`config.mk`:
```
export PLATFORM = sky130hd
export DESIGN_NAME = decoder3to8_seq
export DESIGN_NICKNAME = d
export VERILOG_FILES = /design/src/rtl/decoder_pkg.sv /design/src/rtl/decoder3to8.sv /design/src/rtl/decoder3to8_seq.sv
export SDC_FILE = /design/constraint.sdc
export NUM_CORES = 1
export LEC_CHECK = 0
export ABC_AREA = 1
export CORE_UTILIZATION = 50
export CTS_CLUSTER_SIZE = 10
export DETAILED_ROUTE_END_ITERATION = 8
export PLACE_DENSITY = 0.77
export SYNTH_ARGS = -nofsm -noshare
export SYNTH_HDL_FRONTEND = slang
export SYNTH_HIERARCHICAL = 1
export SYNTH_SLANG_ARGS = --single-unit
```
`constraint.sdc`:
```
create_clock -name clk -period 2.2 [get_ports clk]
set_clock_uncertainty 0.15 [all_clocks]
set_input_delay 0.44 -clock clk [delete_from_list [all_inputs] [get_ports clk]]
set_output_delay 0.44 -clock clk [all_outputs]
set_load 0.005 [all_outputs]
```
`src/rtl/decoder_pkg.sv`:
```
// decoder_pkg: shared types and helpers for the sequenced 3-to-8 decoder.
//   state_t  - FSM encoding (IDLE / HOLD / GAP)
//   CNT_W    - width of the hold/gap cycle counter
//   onehot8  - 3-bit code to 8-bit one-hot word
package decoder_pkg;

  typedef enum logic [1:0] {
    IDLE = 2'd0,
    HOLD = 2'd1,
    GAP  = 2'd2
  } state_t;

  localparam int CNT_W = 8;

  function automatic logic [7:0] onehot8(input logic [2:0] code);
    return 8'b1 << code;
  endfunction

endpackage

```
`src/rtl/decoder3to8.sv`:
```
// decoder3to8: combinational 3-to-8 one-hot decoder with enable.
// Ports:
//   i_en     in   1  1 = drive the one-hot word, 0 = all zero
//   i_code   in   3  code to decode
//   o_onehot out  8  1 << i_code when enabled, else 8'h00
module decoder3to8
  import decoder_pkg::*;
(
  input  logic       i_en,
  input  logic [2:0] i_code,
  output logic [7:0] o_onehot
);

  always_comb begin
    o_onehot = 8'h00;
    if (i_en) begin
      o_onehot = onehot8(i_code);
    end
  end

endmodule

```
`src/rtl/decoder3to8_seq.sv`:
```
// decoder3to8_seq: sequenced 3-to-8 one-hot decoder.
// Takes 3-bit codes over a valid/ready handshake, drives 1<<code on D for
// HOLD_CYCLES cycles, then GAP_CYCLES all-zero cycles. One pending slot lets
// a second code be queued while the current one is being shown.
//
// Handshake: a code transfers on a rising edge where in_valid && in_ready.
// in_ready is combinational (= !pend_valid) and does not depend on in_valid;
// the source may hold in_valid with stable Q until the transfer happens.
//
// Ports:
//   clk       in   1  rising-edge clock
//   rst_n     in   1  asynchronous active-low reset
//   en        in   1  1 = run; 0 = freeze state, counter and D
//   in_valid  in   1  Q carries a code
//   in_ready  out  1  pending slot is empty
//   Q         in   3  code to decode
//   D         out  8  registered one-hot output (zero outside HOLD)
//   busy      out  1  registered, 1 in HOLD or GAP
//   done      out  1  registered one-cycle pulse after the last HOLD cycle
//   dbg_state out  2  current FSM state (state_t encoding)
module decoder3to8_seq
  import decoder_pkg::*;
#(
  parameter int HOLD_CYCLES = 4,
  parameter int GAP_CYCLES  = 1
) (
  input  logic       clk,
  input  logic       rst_n,
  input  logic       en,
  input  logic       in_valid,
  output logic       in_ready,
  input  logic [2:0] Q,
  output logic [7:0] D,
  output logic       busy,
  output logic       done,
  output logic [1:0] dbg_state
);

  localparam logic [CNT_W-1:0] HOLD_LAST = CNT_W'(HOLD_CYCLES - 1);
  localparam logic [CNT_W-1:0] GAP_LAST  = CNT_W'((GAP_CYCLES > 0) ? GAP_CYCLES - 1 : 0);
  localparam bit               HAS_GAP   = (GAP_CYCLES > 0);

  state_t           r_state;
  logic [CNT_W-1:0] r_cnt;
  logic [2:0]       r_active;
  logic             r_pend_valid;
  logic [2:0]       r_pend;
  logic [7:0]       r_d;
  logic             r_busy;
  logic             r_done;

  state_t           w_next_state;
  logic [CNT_W-1:0] w_next_cnt;
  logic [2:0]       w_next_active;
  logic             w_accept;
  logic             w_direct;
  logic             w_pend_take;
  logic             w_hold_last;
  logic             w_select;
  logic [7:0]       w_next_d;

  assign in_ready  = !r_pend_valid;
  assign w_accept  = in_valid && in_ready;
  // Only an idle, running block bypasses the pending slot.
  assign w_direct  = w_accept && (r_state == IDLE) && en;

  always_comb begin
    w_next_state  = r_state;
    w_next_cnt    = r_cnt;
    w_next_active = r_active;
    w_pend_take   = 1'b0;
    w_hold_last   = 1'b0;
    w_select      = 1'b0;
    if (en) begin
      case (r_state)
        IDLE: begin
          if (r_pend_valid) begin
            w_next_state  = HOLD;
            w_next_active = r_pend;
            w_next_cnt    = '0;
            w_pend_take   = 1'b1;
          end else if (w_direct) begin
            w_next_state  = HOLD;
            w_next_active = Q;
            w_next_cnt    = '0;
          end
        end
        HOLD: begin
          if (r_cnt == HOLD_LAST) begin
            w_hold_last = 1'b1;
            w_next_cnt  = '0;
            if (HAS_GAP) begin
              w_next_state = GAP;
            end else begin
              w_select = 1'b1;
            end
          end else begin
            w_next_cnt = r_cnt + 1'b1;
          end
        end
        GAP: begin
          if (r_cnt == GAP_LAST) begin
            w_next_cnt = '0;
            w_select   = 1'b1;
          end else begin
            w_next_cnt = r_cnt + 1'b1;
          end
        end
        default: begin
          w_next_state = IDLE;
          w_next_cnt   = '0;
        end
      endcase

      // End of a hold/gap sequence: chain straight into a queued code.
      if (w_select) begin
        if (r_pend_valid) begin
          w_next_state  = HOLD;
          w_next_active = r_pend;
          w_pend_take   = 1'b1;
        end else begin
          w_next_state = IDLE;
        end
      end
    end
  end

  // D is registered from the next-state view so the one-hot word appears in
  // the same cycle the FSM enters HOLD.
  decoder3to8 u_dec (
    .i_en     (w_next_state == HOLD),
    .i_code   (w_next_active),
    .o_onehot (w_next_d)
  );

  always_ff @(posedge clk or negedge rst_n) begin
    if (!rst_n) begin
      r_state  <= IDLE;
      r_cnt    <= '0;
      r_active <= 3'd0;
      r_d      <= 8'h00;
      r_busy   <= 1'b0;
      r_done   <= 1'b0;
    end else begin
      r_state  <= w_next_state;
      r_cnt    <= w_next_cnt;
      r_active <= w_next_active;
      r_d      <= w_next_d;
      r_busy   <= (w_next_state != IDLE);
      r_done   <= w_hold_last;
    end
  end

  // Take and accept are mutually exclusive: accept needs an empty slot,
  // take needs a full one.
  always_ff @(posedge clk or negedge rst_n) begin
    if (!rst_n) begin
      r_pend_valid <= 1'b0;
      r_pend       <= 3'd0;
    end else begin
      if (w_pend_take) begin
        r_pend_valid <= 1'b0;
      end
      if (w_accept && !w_direct) begin
        r_pend_valid <= 1'b1;
        r_pend       <= Q;
      end
    end
  end

  assign D         = r_d;
  assign busy      = r_busy;
  assign done      = r_done;
  assign dbg_state = r_state;

endmodule

```
# Word level (Yosys, flattened, before mapping)
# Index checks and enable logic that the tools add are counted.
# op_classes
reduce_logical	11
n_shift	1
eq_ne	5
n_addsub	1
mux	32
# op_table
op	n
$mux 8	5
$pmux 8 s3	1
$mux 3	6
$mux 1	14
$mux 2	5
$add 8x1->8 const B	1
$eq 8x2->1 const B	1
$logic_not 8->1	1
$shl 1x3->8 const A	1
$pmux 2 s3	1
$eq 2x1->1 const B	2
$logic_and 1x1->1	4
$reduce_bool 2->1	2
$ne 3x3->1 const B	1
$eq 2x2->1 const B	1
$logic_not 1->1	2
$logic_not 2->1	1
$reduce_and 2->1	1
# word_totals
register_bits	27
elab_cells	58

# Logic depth before layout (Yosys ltp)
# Gate-level depths: netlist (run 1).
# logic_depth
depth_word	12
mapped_depth	13

# Hierarchy
# Netlist (run 1), hierarchy kept.
# by_module_without_submodules
mod	area_per_inst_um2	cells_each	n_inst	seq_area_each_um2
decoder3to8_seq	1431.4	187	1	675.6
decoder3to8	63.8	17	1	0.0

# Worst setup path after synthesis (run 1)
# OpenSTA, ideal clock, no wires.
# synth_path
path_type	register to register
start	reg r_state[0], in the netlist dbg_state[0]
end	reg r_d[4], in the netlist D[4]
t_required_ps	1978
path_stages_with_launch	14
period_less_slack_ps	1847
path_buffers	1
arrival_ps	1625
slack_ps	353
path_cell_list	dfrtp_1 -> inv_1 -> ha_1 -> buf_2 -> nand4_1 -> nand2_1 -> nand2_1 -> nand2_1 -> nand3_1 -> nand2_1 -> nand2_1 -> nor2_1 -> nand2_1 -> nor2_1
# synth_via
elab_chain_cells	11
# synth_lines
item	line	source
start, declared	decoder3to8_seq.sv:43	state_t r_state;
start signal, assigned	decoder3to8_seq.sv:145	r_state <= w_next_state;
$logic_not 2->1	decoder3to8_seq.sv:65, decoder3to8_seq.sv:75	
$logic_and 1x1->1 (2 in series)	decoder3to8_seq.sv:65	assign w_direct = w_accept && (r_state == IDLE) && en;
$mux 3	decoder3to8_seq.sv:82	end else if (w_direct) begin
$mux 3	decoder3to8_seq.sv:77	if (r_pend_valid) begin
$mux 3	decoder3to8_seq.sv:75	case (r_state)
$mux 3	decoder3to8_seq.sv:117	if (r_pend_valid) begin
$mux 3	decoder3to8_seq.sv:116	if (w_select) begin
$mux 3	decoder3to8_seq.sv:74	if (en) begin
$shl 1x3->8	decoder_pkg.sv:16	return 8'b1 << code;
$mux 8 *	decoder3to8.sv:16	if (i_en) begin
net w_next_d[4]	decoder3to8_seq.sv:60	logic [7:0] w_next_d;
end signal, assigned	decoder3to8_seq.sv:148	r_d <= w_next_d;
end, declared	decoder3to8_seq.sv:48	logic [7:0] r_d;
# Mark *: on every way through the listed nets, which the timed path passes. The rest lies on a longest branch. The select of a mux whose other input is x is not followed.
# A chain may end at the register's enable or synchronous reset.

# Worst setup path in the final report (run 1)
# layout_path
start	reg r_pend_valid
end	out in_ready
# layout_via
elab_chain_cells	1
# layout_lines
item	line	source
start, declared	decoder3to8_seq.sv:46	logic r_pend_valid;
start signal, assigned	decoder3to8_seq.sv:158	r_pend_valid <= 1'b0;
start signal, assigned	decoder3to8_seq.sv:162	r_pend_valid <= 1'b0;
start signal, assigned	decoder3to8_seq.sv:165	r_pend_valid <= 1'b1;
$logic_not 1->1	decoder3to8_seq.sv:62	assign in_ready = !r_pend_valid;
end, declared	decoder3to8_seq.sv:31	output logic in_ready,
# Every way passes these cells.

==> impl_metrics.csv, run 1 <==
group,metric,value,unit
outcome,status,"finished, violations left",
outcome,violations,"DRC",
setup_path,worstPathCellList,"inv_2 > clkdlybuf4s50_1",
placement,port_buffers,19,
job,cap_violations,0,
final_layout,syn_to_final_growth,20.2,%
floorplan,boundaryPins,20,
logic_synthesis,ys_ff_latch,27,
global_route,overflow,0,
logic_synthesis,synth_top_area_share,45.2,%
final_layout,final_common_cell,"nand2_1",
clock_network,cts_buffers,3,
placement,dp_hpwl,2.12,mm
setup_path,start_kind,"flop",
setup_path,crit_start,"r_pend_valid",
logic_synthesis,syn_inst,204,
power,peakVddDrop,0.814,mV
setup_path,rrSetupSlack,210,ps
drt,drt-initial-drc-count,87,
global_route,antenna_found_initial,0,
worst_hold_path,min_path_type,"in -> async",
logic_synthesis,async_flop_share,100,%
setup_path,slowest_delay,520,ps
global_route,grt_max_degree,28,
timing,hold_viol_final,0,
clock_network,tritoncts,"built",
logic_synthesis,yosys_warnings,6,
setup_path,endpoint_kind,"output port",
setup_path,crit-reg2reg-launch,"dbg_state[0]",
clock_network,clk_pin_slew,150,ps
final_layout,final_cell_mix,"63 x nand2_1, 27 x dfrtp_1, 26 x inv_1, 25 x nor2_1, 19 x clkdlybuf4s50_1",
timing,fmax,489,MHz
placement,place_area,1740,sq um
power,leakagePower,0.928,nW
floorplan,dieWidth,56.7,microns
global_route,grt_pass1_vias,1210,
drt,drc,6,
global_route,grt_use_total,20.8,%
timing,setup_tns,0,ps
logic_synthesis,synth.avg_cell_area,7.33,sq um
placement,gp_congestion,0.893,
logic_synthesis,syn_area,1500,sq um
timing,min_period,2050,ps
clock_network,clock_latency,330,ps
final_layout,fin_nets,244,
logic_synthesis,yosysSeqAreaShare,45.2,%
floorplan,rows,19,
placement,dp_cells,255,
clock_network,clockBufferDepth,2,
clock_network,htreeDepth,1,
setup_path,worstSetupPathType,"reg -> out",
drt,vias_per_cell,5.08,
setup_path,worst-path-buf-inv,2,
final_layout,diodes,0,
timing,finalSetupViolations,0,
floorplan,die_y,56.7,microns
setup_path,slowest_stage,"clkdlybuf4s50_1",
setup_path,cp.arrival,1460,ps
drt,routed-via-count,1325,
timing,fin_crit_sh,93.0,%
final_layout,layout-drive-gt1-share,11.3,%
final_layout,fillers,249,
logic_synthesis,ys.flop_type,"dfrtp_1",
logic_synthesis,synth_edf_count,0,
setup_path,cp.required,1610,ps
floorplan,die_area,3210,sq um
clock_network,cts-root-buf,"clkbuf_4",
global_route,grt_pass1_wl,5.13,mm
timing,drv_slew,0,
power,total_power,1.93,mW
timing,slew_headroom,77.2,%
drt,ant_nets,0,
logic_synthesis,yosys.area.top_type,"dfrtp_1",
logic_synthesis,syn-num-nets,217,
power,powerDensity,1070,nW/um^2
clock_network,cts.sinks,27,
drt,firstDrtPassIters,6,
drt,wl_per_cell,11.1,microns
final_layout,final-instance-count-excl-fill,261,
floorplan,core-area,2810,sq um
setup_path,cp_max_fo,7,
logic_synthesis,netlist_top_cells_area,"dfrtp_1 45%, nand2_1 16%, nor2_1 7.0%",
timing,worst_pin_slew,342,ps
setup_path,cp_top_family,"buffers and inverters",
final_layout,final_area,1800,sq um
floorplan,initial_core_util,53.3,%
drt,routed_wl,2.90,mm
logic_synthesis,synth_cell_types,19,
-- where the power goes --
group / switching, mW / internal, mW / total [mW]
sequential: 0.0842 / 0.634 / 0.719
combinational: 0.581 / 0.403 / 0.984
clock: 0.153 / 0.0697 / 0.223
-- cell type report --
cell class	count	area [sq um]	share of cell area [%]
Timing Repair Buffer	24	228	12.7
Clock inverter	1	7.51	0.418
Multi-Input combinational cell	145	712	39.6
Inverter	30	113	6.27
Tap cell	31	38.8	2.16
Sequential cell	27	676	37.6
Clock buffer	3	22.5	1.25
-- synth_stat cells, types with 2 or more instances --
cell type and count:
nor2_1 28, nor2_2 2, dfrtp_1 27, nand2_1 64
o21ai_0 12, a21oi_1 10, ha_1 6, nand3_2 3
inv_2 4, nand3_1 12, buf_2 2, inv_1 26
nor3_1 2
-- state kept, by name (all words and copies together) (netlist names) --
name and cells:
done 1, r_pend 3, dbg_state 2, r_active 3
D 8, r_pend_valid 1, r_cnt 8, busy 1
-- stage by stage --
stage	hold WS [ps]	util [%]	setup WS (ps)
finish	305	64.1	154
floorplan	-5.59	-	353
CTS	314	63.0	146
global placement	322	61.9	55.9
detailed placement	332	61.9	44.8
global route	339	64.1	-25.2
-- per-layer routing --
metal  vias to the layer above  GRT usage (%)  wire (microns)
li1                        692              -               -
met2                        25           30.8            1310
met4                         0           10.4              70
met3                         7           2.76              92
met1                       601           29.7            1430
met5                         -              0               0
-- worst register-to-register path: stages, from the launching register on --
cell and delay [ps]:
dfrtp_1 430, inv_1 110, ha_1 240, buf_4 170
nand3_2 110, nand2_1 60, nand2_1 60, nand2_1 70
nand2_1 60, nand2_1 80, nor2_2 150, nand2_2 100
nor2_1 130
-- final timing paths --
path,end,cells after the start
max,in_ready,2
min in group clk,r_pend[1],2
max reg2reg,D[7],12
max in group asynchronous,D[4],2
min,r_pend[2],2
min reg2reg,r_pend[1],2
-- cell families after synthesis --
family / share of synthesized area (%)
simple gates: 33.3
buf+inv: 8.20
flops: 45.2
compound gates: 8.28
fa+ha+maj: 5.02
-- timing repair --
item	CTS	global route
hold buffers	0	0
endpoints found under the hold margin	0	0
buffers inserted	0	2
endpoints found under the setup margin	0	8
gates resized for setup	0	5
No activity file was read; power rests on OpenSTA's default activity.
==> run 2: changes to the inputs <==
==> constraint.sdc (replaced) <==
create_clock -name clk -period 2.57 [get_ports clk]
set_clock_uncertainty 0.15 [all_clocks]
set_input_delay 0.514 -clock clk [delete_from_list [all_inputs] [get_ports clk]]
set_output_delay 0.514 -clock clk [all_outputs]
set_load 0.005 [all_outputs]
==> run 2 against run 1 <==
Against the previous run: power decreased by 18%; hold slack improved by 56 ps; die area unchanged; sequential power decreased by 15%; the run still ends with DRC left; sequential cell count unchanged; combinational power decreased by 20%; routed wire length decreased by 5.6%.
==> impl_metrics.csv, run 2 (same netlist as run 1, synthesis figures left out) <==
group,metric,value,unit
final_layout,layout-drive-gt1-share,8.77,%
clock_network,cts_hold_buf,0,
setup_path,worstPathCellList,"inv_2 > clkdlybuf4s50_1",
drt,drt-initial-drc-count,95,
timing,slew_headroom,77.6,%
power,powerDensity,898,nW/um^2
placement,gp_congestion,0.877,
drt,drc,8,
setup_path,crit-reg2reg-launch,"dbg_state[0]",
drt,vias_per_cell,5.02,
job,cap_violations,0,
drt,routed-via-count,1300,
setup_path,cp.required,1910,ps
drt,routed_wl,2.74,mm
setup_path,endpoint_kind,"output port",
outcome,violations,"DRC",
clock_network,cts.sinks,27,
floorplan,dieWidth,56.7,microns
setup_path,slowest_stage,"clkdlybuf4s50_1",
placement,port_buffers,19,
setup_path,reg2reg_depth,12,
clock_network,clk_pin_slew,150,ps
floorplan,boundaryPins,20,
worst_hold_path,min_path_type,"reg -> reg",
timing,rsz0062_at_grt,"no",
clock_network,clock_latency,320,ps
timing,finalSetupViolations,0,
clock_network,clockBufferDepth,2,
setup_path,slowest_delay,510,ps
global_route,grt_pass1_wl,5.03,mm
floorplan,die_y,56.7,microns
clock_network,cts_buffers,3,
timing,hold_viol_final,0,
setup_path,cp.arrival,1430,ps
final_layout,final_cell_mix,"64 x nand2_1, 28 x nor2_1, 27 x dfrtp_1, 26 x inv_1, 19 x clkdlybuf4s50_1",
global_route,grt_max_degree,28,
power,leakagePower,0.916,nW
timing,hold_ws,361,ps
drt,ant_nets,0,
timing,fmax,478,MHz
final_layout,syn_to_final_growth,18.2,%
global_route,grt_use_total,20.0,%
setup_path,worstSetupPathType,"reg -> out",
final_layout,fin_nets,242,
timing,fin_crit_sh,81.3,%
global_route,overflow,0,
final_layout,final_common_cell,"nand2_1",
clock_network,cts-root-buf,"clkbuf_4",
timing,drv_slew,0,
setup_path,start_kind,"flop",
setup_path,rrSetupSlack,540,ps
setup_path,cp_max_fo,7,
global_route,grt_pass1_vias,1206,
clock_network,postCtsSetupBuffers,0,
floorplan,rows,19,
power,total_power,1.59,mW
floorplan,die_area,3210,sq um
timing,min_period,2090,ps
drt,firstDrtPassIters,6,
placement,dp_hpwl,2.16,mm
clock_network,cts.repair.resized,0,
clock_network,htreeDepth,1,
drt,wl_per_cell,10.6,microns
power,peakVddDrop,0.521,mV
final_layout,diodes,0,
worst_hold_path,hp-start,"r_pend[2]",
timing,worst_pin_slew,336,ps
setup_path,reg2reg_to,"D[7]",
clock_network,tritoncts,"built",
timing,setup_tns,0,ps
floorplan,initial_core_util,53.3,%
worst_hold_path,holdPathStages,2,
floorplan,core-area,2810,sq um
worst_hold_path,min_to,"r_pend[2]",
global_route,antenna_found_initial,0,
outcome,status,"finished, violations left",
[run 2: changes by cell type in the layout (fill, tap and decap cells not counted)]
cell | previous run | this run
nor2_1 | 25 | 28
nor2_2 | 4 | 2
nor2_4 | 1 | 0
nand2_1 | 63 | 64
buf_4 | 5 | 3
nand2_2 | 2 | 1
[run 2: cell type report]
cell class,instances,area (sq um)
fill,262,1040
multi-input combinational,145,697
clock inverter,1,7.51
inverter,30,113
tap,31,38.8
clock buffer,3,22.5
sequential,27,676
timing repair buffer,22,213
[run 2: worst max-delay path, delay by kind of cell, from the launching register on]
| kind | cells | cell delay (ps) |
|---|---|---|
| buf+inv | 2 | 650 |
| flops | 1 | 460 |
[run 2: per-layer routing]
| metal | vias to the layer above | share of wire (%) | GRT usage [%] |
|---|---|---|---|
| li1 | 680 | - | - |
| met1 | 604 | 52 | 28.8 |
| met2 | 14 | 45 | 31.5 |
| met3 | 2 | 2.4 | 2.30 |
| met4 | 0 | 0.62 | 6.43 |
| met5 | - | 0 | 0 |
[run 2: how the worst max path moves through the flow]
stage,from,end,cells after the start
2_1_floorplan,dbg_state[0],D[4],13
3_3_place_gp,in_valid,D[4],11
3_5_place_dp,en,D[0],11
4_1_cts,r_pend_valid,in_ready,2
5_1_grt,dbg_state[0],D[6],12
6_report,r_pend_valid,in_ready,2
[run 2: power by group]
part	internal [mW]	total (mW)	switching [mW]
registers	0.543	0.614	0.0710
clock network	0.0594	0.184	0.125
logic	0.319	0.789	0.469
total	0.921	1.59	0.666
[run 2: stage by stage]
stage	instance area, sq um	setup WS, ps	std cells	utilization [%]
after global routing	1770	183	259	63.0
after global placement	1740	323	255	61.9
after floorplan	1500	723	204	-
final	1770	480	259	63.0
after CTS	1770	457	259	63.0
after detailed placement	1740	321	255	61.9
==> run 3: changes to the inputs <==
==> constraint.sdc (replaced) <==
create_clock -name clk -period 2 [get_ports clk]
set_clock_uncertainty 0.15 [all_clocks]
set_input_delay 0.4 -clock clk [delete_from_list [all_inputs] [get_ports clk]]
set_output_delay 0.4 -clock clk [all_outputs]
set_load 0.005 [all_outputs]
==> run 3 against run 2 <==
Against the previous run: the flow still finishes with violations (DRC); sequential power grew 28%; sequential cell count is the same; hold slack lost 89 ps; sequential share of layout area shrank 3.0 points; count of clock-buffer cells in the layout is the same; clock power grew 27%; power grew 51%; critical path type unchanged; highest routed layer unchanged.
==> impl_metrics.csv, run 3 (same netlist as run 1, synthesis figures left out) <==
group,metric,value,unit
drt,vias_per_cell,5.15,
final_layout,fillers,226,
setup_path,cp.required,1450,ps
global_route,grt_max_degree,28,
placement,port_buffers,19,
clock_network,cts_hold_buf,0,
setup_path,cp.arrival,1390,ps
global_route,grt_pass1_vias,1214,
timing,rsz0062_at_grt,"yes",
final_layout,final-instance-count-excl-fill,271,
drt,drc,7,
power,total_power,2.39,mW
final_layout,layout-drive-gt1-share,19.6,%
setup_path,endpoint_kind,"output port",
timing,layout_setup_ws,62.8,ps
setup_path,cp_max_fo,7,
setup_path,slowest_delay,500,ps
timing,slew_headroom,77.9,%
global_route,antenna_found_initial,0,
clock_network,clk_pin_slew,140,ps
power,powerDensity,1250,nW/um^2
timing,fmax,516,MHz
setup_path,rrSetupSlack,140,ps
final_layout,final_cell_mix,"60 x nand2_1, 26 x dfrtp_1, 24 x inv_1, 24 x nor2_1, 19 x clkdlybuf4s50_1",
global_route,grt_use_total,21.6,%
floorplan,die_y,56.7,microns
power,peakVddDrop,0.744,mV
final_layout,fin_util,68.4,%
global_route,overflow,0,
outcome,violations,"DRC",
floorplan,dieWidth,56.7,microns
clock_network,htreeDepth,1,
floorplan,boundaryPins,20,
floorplan,core-area,2810,sq um
clock_network,clock_latency,320,ps
global_route,grt_pass1_wl,5.38,mm
placement,dp_hpwl,2.21,mm
setup_path,slowest_stage,"clkdlybuf4s50_1",
setup_path,start_kind,"flop",
timing,finalSetupViolations,0,
drt,routed-via-count,1397,
drt,firstDrtPassIters,6,
floorplan,initial_core_util,53.3,%
placement,gp_congestion,0.839,
timing,worst_pin_slew,332,ps
final_layout,syn_to_final_growth,28.4,%
placement,dp_cells,263,
placement,post-place-ws,-160,ps
power,leakagePower,0.979,nW
final_layout,final_common_cell,"nand2_1",
floorplan,rows,19,
timing,hold_viol_final,0,
clock_network,tritoncts,"built",
worst_hold_path,min_path_type,"in -> async",
job,cap_violations,0,
drt,routed_wl,3.16,mm
clock_network,cts-root-buf,"clkbuf_4",
setup_path,worstPathCellList,"inv_4 > clkdlybuf4s50_1",
timing,min_period,1940,ps
timing,fin_crit_sh,96.9,%
setup_path,worstSetupPathType,"reg -> out",
final_layout,fin_nets,254,
drt,ant_nets,0,
timing,drv_slew,0,
final_layout,diodes,0,
floorplan,die_area,3210,sq um
drt,wl_per_cell,11.7,microns
drt,drt-initial-drc-count,120,
clock_network,cts.sinks,27,
clock_network,cts_buffers,3,
outcome,status,"finished, violations left",
clock_network,clockBufferDepth,2,
==> run 3: cell count changes in the layout (fill, tap and decap cells not counted), moves of 3 or more <==
| cell | before | now |
|---|---|---|
| nand2_2 | 1 | 5 |
| nor2_1 | 28 | 24 |
| buf_4 | 3 | 15 |
| o21ai_1 | 1 | 4 |
| o21ai_0 | 12 | 9 |
| nand2_1 | 64 | 60 |
==> run 3: layer usage <==
metal | GRT usage, % | wire [microns]
met1 | 30.3 | 1460
met2 | 34.4 | 1510
met3 | 4.61 | 171
met4 | 4.29 | 17
met5 | 0 | 0
==> run 3: worst paths after layout <==
path | cells after the start | start | to
max in group asynchronous | 2 | rst_n | r_pend_valid
min in group clk | 2 | r_pend[1] | r_pend[1]
hold reg to reg | 2 | r_pend[1] | r_pend[1]
hold / removal | 2 | rst_n | r_cnt[1]
setup / recovery | 2 | r_pend_valid | in_ready
setup reg to reg | 11 | r_cnt[0] | D[4]
==> run 3: timing repair <==
item,4_1_cts,5_1_grt
gates resized for setup,0,23
buffers inserted,1,3
setup endpoints to repair,1,12
pin swaps,0,4
==> run 3: cell type report <==
cell class | count | area, sq um | area share [%]
Tap cell | 31 | 38.8 | 2.02
Clock inverter | 1 | 5.00 | 0.261
Multi-Input combinational cell | 145 | 758 | 39.5
Clock buffer | 3 | 22.5 | 1.17
Inverter | 30 | 115 | 6.00
Sequential cell | 27 | 677 | 35.3
Timing Repair Buffer | 34 | 303 | 15.8
==> run 3: power by group <==
part           total (mW)  internal [mW]  switching, mW
registers           0.784          0.700         0.0837
logic                1.37          0.613          0.761
clock network       0.233         0.0750          0.158
==> run 3: stage by stage <==
step,area (sq um),hold WS (ps),TNS (ps)
2_1_floorplan,1500,-45.6,0
3_3_place_gp,1800,318,-767
3_5_place_dp,1800,335,-990
4_1_cts,1830,283,0
5_1_grt,1920,294,0
6_report,1920,272,0
==> run 3: critical path: cells and delay by family, from the launching register on <==
family | cells | cell delay (ps)
buffers and inverters | 2 | 600
DFF | 1 | 470
